==> src/rtl/ex_operand_pkg.sv <==
// ex_operand_pkg: shared types and constants for the EX operand stage.
package ex_operand_pkg;
  typedef enum logic [1:0] {EMPTY, WAIT, READY} state_t;
  localparam int FWD_SEL_RF = 0;
  localparam int REG_IDX_W = 5;
endpackage

==> src/rtl/ex_operand_stage_slot.sv <==
// operand_slot: resolves one source operand from RF/forwarding and, when the
// chosen forwarding port is not yet valid, waits for it on the writeback broadcast.
module operand_slot
  import ex_operand_pkg::*;
#(
  parameter int XLEN = 32,
  parameter int NFWD = 2,
  parameter int SELW = $clog2(NFWD + 1)
) (
  input  logic                   clk,
  input  logic                   rst_n,
  input  logic                   load,
  input  logic                   flush,
  input  logic [SELW-1:0]        sel,
  input  logic [XLEN-1:0]        rfData,
  input  logic [REG_IDX_W-1:0]   rs,
  input  logic [NFWD*XLEN-1:0]   fwdData,
  input  logic [NFWD-1:0]        fwdValid,
  input  logic                   wbValid,
  input  logic [REG_IDX_W-1:0]   wbRd,
  input  logic [XLEN-1:0]        wbData,
  output logic [XLEN-1:0]        value,
  output logic                   pendNext
);
  logic                 pending;
  logic [REG_IDX_W-1:0] rsQ;
  logic [XLEN-1:0]      muxVal;
  logic                 muxReady;
  logic                 hitNew;
  logic                 hitHeld;
  // selects beyond the last forwarding port resolve to zero
  always_comb begin
    muxVal   = '0;
    muxReady = 1'b1;
    if (int'(sel) == FWD_SEL_RF) muxVal = rfData;
    for (int k = 0; k < NFWD; k++)
      if (int'(sel) == k + 1) begin
        muxVal   = fwdData[k*XLEN +: XLEN];
        muxReady = fwdValid[k];
      end
  end
  assign hitNew   = wbValid && wbRd == rs;
  assign hitHeld  = wbValid && wbRd == rsQ;
  assign pendNext = flush ? 1'b0 : load ? !muxReady && !hitNew : pending && !hitHeld;
  always_ff @(posedge clk or negedge rst_n) begin
    if (!rst_n) begin
      value   <= '0;
      pending <= 1'b0;
      rsQ     <= '0;
    end else begin
      pending <= pendNext;
      if (load) begin
        value <= (!muxReady && hitNew) ? wbData : muxVal;
        rsQ   <= rs;
      end else if (pending && hitHeld) begin
        value <= wbData;
      end
    end
  end
endmodule

==> src/rtl/ex_operand_stage.sv <==
// ex_operand_stage: EX-input operand register with per-source forwarding,
// load-use wait on writeback, and a valid/ready handshake towards EX.
module ex_operand_stage
  import ex_operand_pkg::*;
#(
  parameter int XLEN = 32,
  parameter int NSRC = 3,
  parameter int NFWD = 2,
  parameter int SELW = $clog2(NFWD + 1)
) (
  input  logic                      clk,
  input  logic                      rst_n,
  input  logic                      id_valid,
  output logic                      id_ready,
  input  logic [NSRC*XLEN-1:0]      id_data,
  input  logic [NSRC*REG_IDX_W-1:0] id_rs,
  input  logic [NSRC*SELW-1:0]      id_fwd_sel,
  input  logic [XLEN-1:0]           id_imm,
  input  logic                      id_imm_sel,
  input  logic [NFWD*XLEN-1:0]      fwd_data,
  input  logic [NFWD-1:0]           fwd_valid,
  input  logic                      wb_valid,
  input  logic [REG_IDX_W-1:0]      wb_rd,
  input  logic [XLEN-1:0]           wb_data,
  input  logic                      flush,
  output logic                      ex_valid,
  input  logic                      ex_ready,
  output logic [NSRC*XLEN-1:0]      ex_ops,
  output logic [XLEN-1:0]           ex_store_data
);
  state_t                state;
  state_t                stateNext;
  logic                  accept;
  logic [NSRC-1:0]       pendNext;
  logic [NSRC*XLEN-1:0]  opsRaw;
  logic [XLEN-1:0]       immQ;
  logic                  immSelQ;
  assign id_ready = state == EMPTY || (state == READY && ex_ready);
  assign accept   = id_valid && id_ready && !flush;
  assign ex_valid = state == READY;
  for (genvar i = 0; i < NSRC; i++) begin : g_slot
    operand_slot #(.XLEN(XLEN), .NFWD(NFWD), .SELW(SELW)) u_slot (
      .clk      (clk),
      .rst_n    (rst_n),
      .load     (accept),
      .flush    (flush),
      .sel      (id_fwd_sel[i*SELW +: SELW]),
      .rfData   (id_data[i*XLEN +: XLEN]),
      .rs       (id_rs[i*REG_IDX_W +: REG_IDX_W]),
      .fwdData  (fwd_data),
      .fwdValid (fwd_valid),
      .wbValid  (wb_valid),
      .wbRd     (wb_rd),
      .wbData   (wb_data),
      .value    (opsRaw[i*XLEN +: XLEN]),
      .pendNext (pendNext[i])
    );
  end
  always_comb begin
    stateNext = flush                          ? EMPTY :
                accept                         ? (|pendNext ? WAIT : READY) :
                (state == WAIT && !(|pendNext)) ? READY :
                (state == READY && ex_ready)   ? EMPTY : state;
  end
  always_ff @(posedge clk or negedge rst_n) begin
    if (!rst_n) begin
      state   <= EMPTY;
      immQ    <= '0;
      immSelQ <= 1'b0;
    end else begin
      state <= stateNext;
      if (accept) begin
        immQ    <= id_imm;
        immSelQ <= id_imm_sel;
      end
    end
  end
  // source 1 stays resolved underneath the immediate so stores can use it
  always_comb begin
    ex_ops = opsRaw;
    if (immSelQ) ex_ops[XLEN +: XLEN] = immQ;
  end
  assign ex_store_data = opsRaw[XLEN +: XLEN];
endmodule

==> config.mk <==
export PLATFORM = sky130hd
export DESIGN_NAME = ex_operand_stage
export DESIGN_NICKNAME = d
export VERILOG_FILES = /design/src/rtl/ex_operand_pkg.sv /design/src/rtl/ex_operand_stage_slot.sv /design/src/rtl/ex_operand_stage.sv
export SDC_FILE = /design/constraint.sdc
export NUM_CORES = 1
export LEC_CHECK = 0
export ABC_AREA = 1
export CAP_MARGIN = 15
export CELL_PAD_IN_SITES_DETAIL_PLACEMENT = 1
export CELL_PAD_IN_SITES_GLOBAL_PLACEMENT = 1
export CORE_ASPECT_RATIO = 0.9
export CORE_MARGIN = 4
export CORE_UTILIZATION = 30
export DETAILED_ROUTE_END_ITERATION = 8
export PLACE_DENSITY_LB_ADDON = 0.1
export RECOVER_POWER = 25
export SYNTH_ARGS = -nofsm -noshare
export SYNTH_HDL_FRONTEND = slang
export SYNTH_SLANG_ARGS = --single-unit
==> constraint.sdc <==
create_clock -name clk -period 1.96 [get_ports clk]
set_clock_uncertainty 0.1 [all_clocks]
set_input_delay 0.588 -clock clk [delete_from_list [all_inputs] [get_ports clk]]
set_output_delay 0.588 -clock clk [all_outputs]
set_load 0.01 [all_outputs]
Word-level counts from Yosys, hierarchy flattened
Index checks and enable logic that the tools add are counted.
- register bits: 149
- input port bits: 259
- multiplexer cells: 36
- reductions and logical operators: 43
- eq/ne operators: 14
- operators by type and width (kind ; count):
    $mux W32 ; 19
    $eq A5 B5 Y1 ; 6
    $logic_and A1 B1 Y1 ; 22
    $eq A2 B2 Y1 const B ; 7
    $mux W1 ; 12
    $logic_not A1 Y1 ; 11
    $mux W2 ; 5
    $logic_not A2 Y1 ; 4
    $reduce_bool A2 Y1 ; 3
    $reduce_bool A4 Y1 ; 1
    $reduce_or A3 Y1 ; 1
    $eq A2 B1 Y1 const B ; 1
    $logic_or A1 B1 Y1 ; 1

Depth between registers and ports, before layout
- depth after elaboration: 13
- mapped depth: 13
- depth with buffers taken out: 13

Modules after synthesis
From an unflattened synthesis, not the netlist that was laid out.
- cell total of the unflattened synthesis: 1669
- area total of the unflattened synthesis: 11225.8 µm²
- modules (own cells, without submodules) (module ; seq. area each (µm²) ; cells an instance ; area an instance (µm²) ; times used):
    operand_slot ; 950.9 ; 478 ; 3115.5 ; 3
    ex_operand_stage ; 875.8 ; 235 ; 1879.3 ; 1

Worst setup path after synthesis
No wires, ideal clock.
- path kind: input to register
- start: input port ex_ready
- end: register g_slot[1].u_slot.value[29]
- setup time: 0.130 ns
- data arrival time: 1.782 ns
- slack: -0.053 ns
- path buffers: 1
- stages on the path: 10
- cell sequence: inv_1 a21oi_1 nand3_1 inv_2 o21ai_4 inv_2 buf_2 nand2_1 o211ai_1 o21ai_0
- longest elaborated chain between the ends: 5
- ends and longest elaborated chain (what ; RTL line ; source):
    start: declaration ; ex_operand_stage.sv:27 ; input logic ex_ready,
    $logic_and A1 B1 Y1 * ; ex_operand_stage.sv:38 ; assign id_ready = state == EMPTY || (state == READY && ex_ready);
    $logic_or A1 B1 Y1 * ; ex_operand_stage.sv:38 ;
    net id_ready ; ex_operand_stage.sv:14 ; output logic id_ready,
    $logic_and A1 B1 Y1 * (2 in series) ; ex_operand_stage.sv:39 ; assign accept = id_valid && id_ready && !flush;
    $mux W32 / $reduce_bool A2 Y1 (equally long branches) ; n/a ;
    end signal: assignment ; ex_operand_stage_slot.sv:53 ; value <= (!muxReady && hitNew) ? wbData : muxVal;
    end signal: assignment ; ex_operand_stage_slot.sv:56 ; value <= wbData;
    end: declaration ; ex_operand_stage_slot.sv:22 ; output logic [XLEN-1:0] value,
Mark *: on every way through the listed nets, which the timed path passes. The rest lies on a longest branch.
A chain may end at the register's enable or synchronous reset.

Worst setup path after layout
- start: register immSelQ
- end: output port ex_ops[48]
- longest elaborated chain between the ends: 1
- ends and longest elaborated chain (what ; RTL line ; source):
    start: declaration ; ex_operand_stage.sv:37 ; logic immSelQ;
    start signal: assignment ; ex_operand_stage.sv:74 ; immSelQ <= id_imm_sel;
    $mux W32 ; ex_operand_stage.sv:81 ; if (immSelQ) ex_ops[XLEN +: XLEN] = immQ;
    end: declaration ; ex_operand_stage.sv:28 ; output logic [NSRC*XLEN-1:0] ex_ops,
No other way between the ends.

==> results.py <==
metrics = {
    "outcome": {
        "outcome": "finished with violations",
        "violations": "setup timing",
    },
    "global_routing": {
        "grt_antenna_before_repair": 10,
        "grt_pass1_vias": 11900,
        "gr-total-overflow": 0,
        "grt_max_degree": 45,
        "grt_pass1_wl_mm": 74.8,
        "grt_usage_pct": 30.5,
    },
    "critical_path": {
        "cp_slowest_cell": "dfrtp_2",
        "cp_max_fo": 8,
        "critPathKind": "flip-flop to output port",
        "r2r_end": "g_slot[1].u_slot.value[22]",
        "crit_chain": "buf_6 -> buf_16 -> o21ai_2 -> buf_2",
        "r2r-start": "state[1]",
        "critPathRequiredTime_ns": 1.27,
        "arrival_ns": 1.50,
        "cpPeakStageDelay_ns": 0.46,
        "start_kind": "flip-flop",
        "cp.buffers_inverters": 3,
        "worstRegToRegCells": 11,
        "r2r_slack_ns": -0.02,
        "cp-end-kind": "output port",
        "critPathTopFamily": "flip-flops",
    },
    "final_layout": {
        "layout_commonest_cell": "nand2_1",
        "fin_nets": 2013,
        "fin_cells": 2173,
        "final_util_pct": 55.2,
        "drive_gt1_share_pct": 25.6,
        "multiInputGateArea_sq_um": 4780,
        "area_delta_synth_final_pct": 79.6,
        "ff_latch_area_sq_um": 3730,
        "fill_cells": 3487,
        "layout_common_cells": "nand2_1 (297), clkdlybuf4s50_1 (225), dfrtp_1 (146)",
    },
    "floorplanning": {
        "die_h_microns": 172,
        "start_util_pct": 30.8,
        "coreArea_sq_um": 29200,
        "num_io_pins": 389,
        "fp.dieArea_sq_um": 32800,
        "num_rows": 59,
        "fp.dieW_microns": 190,
    },
    "pwr": {
        "p_per_area_nw_per_um2": 826,
        "p_leak_nw": 7.57,
        "finalPower_w": 0.0133,
        "ir_drop_v": 0.000562,
    },
    "synth": {
        "ys.flop_type": "dfrtp_1",
        "synth_fa_ha_area_share_pct": 0,
        "syn_area_sq_um": 8990,
        "synth.distinct_cells": 30,
        "synth_async_sr_flop_share_pct": 100,
        "synth_mux_area_share_pct": 0.125,
        "avgSynthCellArea_sq_um": 7.39,
        "seq_area_frac_synth_pct": 41.5,
        "synth_xor_area_share_pct": 0.0974,
        "synth-edff-count": 0,
        "ys_ff_latch": 149,
        "synth_nets": 1475,
        "yosys.area_share.simple_pct": 21.4,
        "synth-compound-area-share_pct": 25.7,
        "syn_inst": 1216,
        "synth_top_family_by_area": "compound AO/OA/AOI/OAI gates",
        "yosysWarnings": 0,
    },
    "route": {
        "drt_wl_total_mm": 54.4,
        "dr.pass1.iters": 5,
        "wl_per_cell_microns": 25.0,
        "post-route-drc-count": 0,
        "antenna_left": 0,
        "vias_per_cell": 5.43,
        "via_count": 11800,
        "drtIter0Drc": 951,
    },
    "timing": {
        "slew_viol_final": 0,
        "setup_viol": 42,
        "max_freq_mhz": 457,
        "tightest_slew_ns": 0.750,
        "fin_crit_ns": 2.19,
        "slew_headroom_pct": 50.0,
        "hold_viol": 0,
        "rsz0062_at_grt": "true",
        "timing.final.crit_share_pct": 112,
        "finalWorstSetupSlack_ns": -0.228,
        "fin_tns_setup_ns": -5.09,
    },
    "placement": {
        "port_buffers": 388,
        "dp_slack_ns": -0.917,
        "dp.final_hpwl_mm": 39.0,
        "routabilityCongestion": 0.902,
        "place_inst": 2074,
    },
    "clock_tree": {
        "clock_latency_ns": 0.44,
        "cts_tree": "yes",
        "htreeDepth": 4,
        "clkTransAtPathRegs_ns": 0.06,
        "clockBufferDepth": 2,
        "root_buffer": "clkbuf_16",
        "cts.sinks": 149,
        "cts_buffers": 17,
    },
    "min_path": {
        "hold_path_end": "g_slot[1].u_slot.rsQ[2]",
        "hold-path-cell-count": 3,
        "min-delay-start": "id_rs[7]",
        "hp-class": "input port to flip-flop",
    },
    "flow_run": {
        "max_cap_viol_count": 0,
    },
}
[repair_timing]
action | 4_1_cts | 5_1_grt
endpoints found under the hold margin | 23 | 0
buffers inserted | 23 | 19
hold buffers | 1 | 0
endpoints found under the setup margin | 258 | 103
gates cloned | 11 | 7
pin swaps | 43 | 41
resized for setup | 438 | 151
[state kept, by name, summed over array words and instances, names as in the netlist]
register               count
g_slot.u_slot.pending      3
g_slot.u_slot.rsQ         15
g_slot.u_slot.value       96
immQ                      32
immSelQ                    1
state                      2
[metrics by stage]
stage	hold slack [ns]	area, sq um
3_3_place_gp	0.362	14500
2_1_floorplan	0.192	9010
4_1_cts	0.324	15500
5_1_grt	0.340	16100
6_report	0.334	16100
3_5_place_dp	0.365	14500
[worst register-to-register path, cell delays in order, from the launching register on]
cell	delay, ns
dfrtp_1	0.39
buf_6	0.13
a21oi_4	0.17
nand3_4	0.13
inv_4	0.10
buf_12	0.10
o21ai_4	0.06
clkinv_4	0.13
buf_16	0.17
nand2_2	0.05
o211ai_1	0.20
o21ai_1	0.12
[where the power goes]
part	leakage [nW]	internal (W)	switching (W)
sequential	1.82	0.00381	0.000489
combinational	5.47	0.00268	0.00305
clock	0.282	0.00184	0.00148
[how the worst max path moves through the flow]
stage	start	endpoint	cells past startpoint
2_1_floorplan	wb_rd[4]	g_slot[2].u_slot.value[10]	11
3_3_place_gp	wb_rd[1]	g_slot[1].u_slot.value[22]	12
3_5_place_dp	wb_rd[1]	g_slot[1].u_slot.value[22]	11
4_1_cts	immSelQ	ex_ops[42]	4
5_1_grt	immSelQ	ex_ops[36]	4
6_report	immSelQ	ex_ops[48]	4
[metal layers]
| metal | vias to the layer above | GRT usage (%) | routed length, microns |
|---|---|---|---|
| met4 | 6 | 13.2 | 2270 |
| met3 | 133 | 7.73 | 4650 |
| li1 | 5224 | - | - |
| met2 | 622 | 50.6 | 26000 |
| met1 | 5823 | 37.9 | 21400 |
| met5 | - | 0 | 39 |
[kinds of logic (layout without fill, tap and decap cells)]
| logic type | count (synthesis) | count (layout) |
|---|---|---|
| and+or+nand+nor | 486 | 487 |
| AOI/OAI and AO/OA | 332 | 332 |
| buffers and inverters | 247 | 797 |
| DFF | 149 | 149 |
| xor gates and xnor gates | 1 | 1 |
| muxes | 1 | 1 |
| other | 0 | 10 |
[synth_stat cells (4+ instances only)]
master | n | area (sq um)
dfrtp_1 | 149 | 3730
o211ai_2 | 14 | 175
nor2_1 | 99 | 372
clkbuf_1 | 37 | 139
inv_2 | 10 | 37.5
a21oi_1 | 38 | 190
o22ai_1 | 31 | 194
nand2_1 | 321 | 1200
nand3_1 | 58 | 290
buf_6 | 5 | 56.3
a221oi_1 | 65 | 569
buf_1 | 4 | 15.0
o21ai_0 | 72 | 360
o211ai_1 | 42 | 315
inv_1 | 155 | 582
o21ai_1 | 35 | 175
o221ai_1 | 29 | 254
buf_2 | 31 | 155
[area by class of cell]
type,instances,area share (%)
Antenna cell,10,0.155
Multi-Input combinational cell,821,29.6
Clock inverter,12,0.728
Sequential cell,149,23.1
Timing Repair inverter,3,0.263
Timing Repair Buffer,594,36.0
Clock buffer,20,2.83
Inverter,168,4.18
Tap cell,396,3.07
Power figures use the tool's default switching activity.
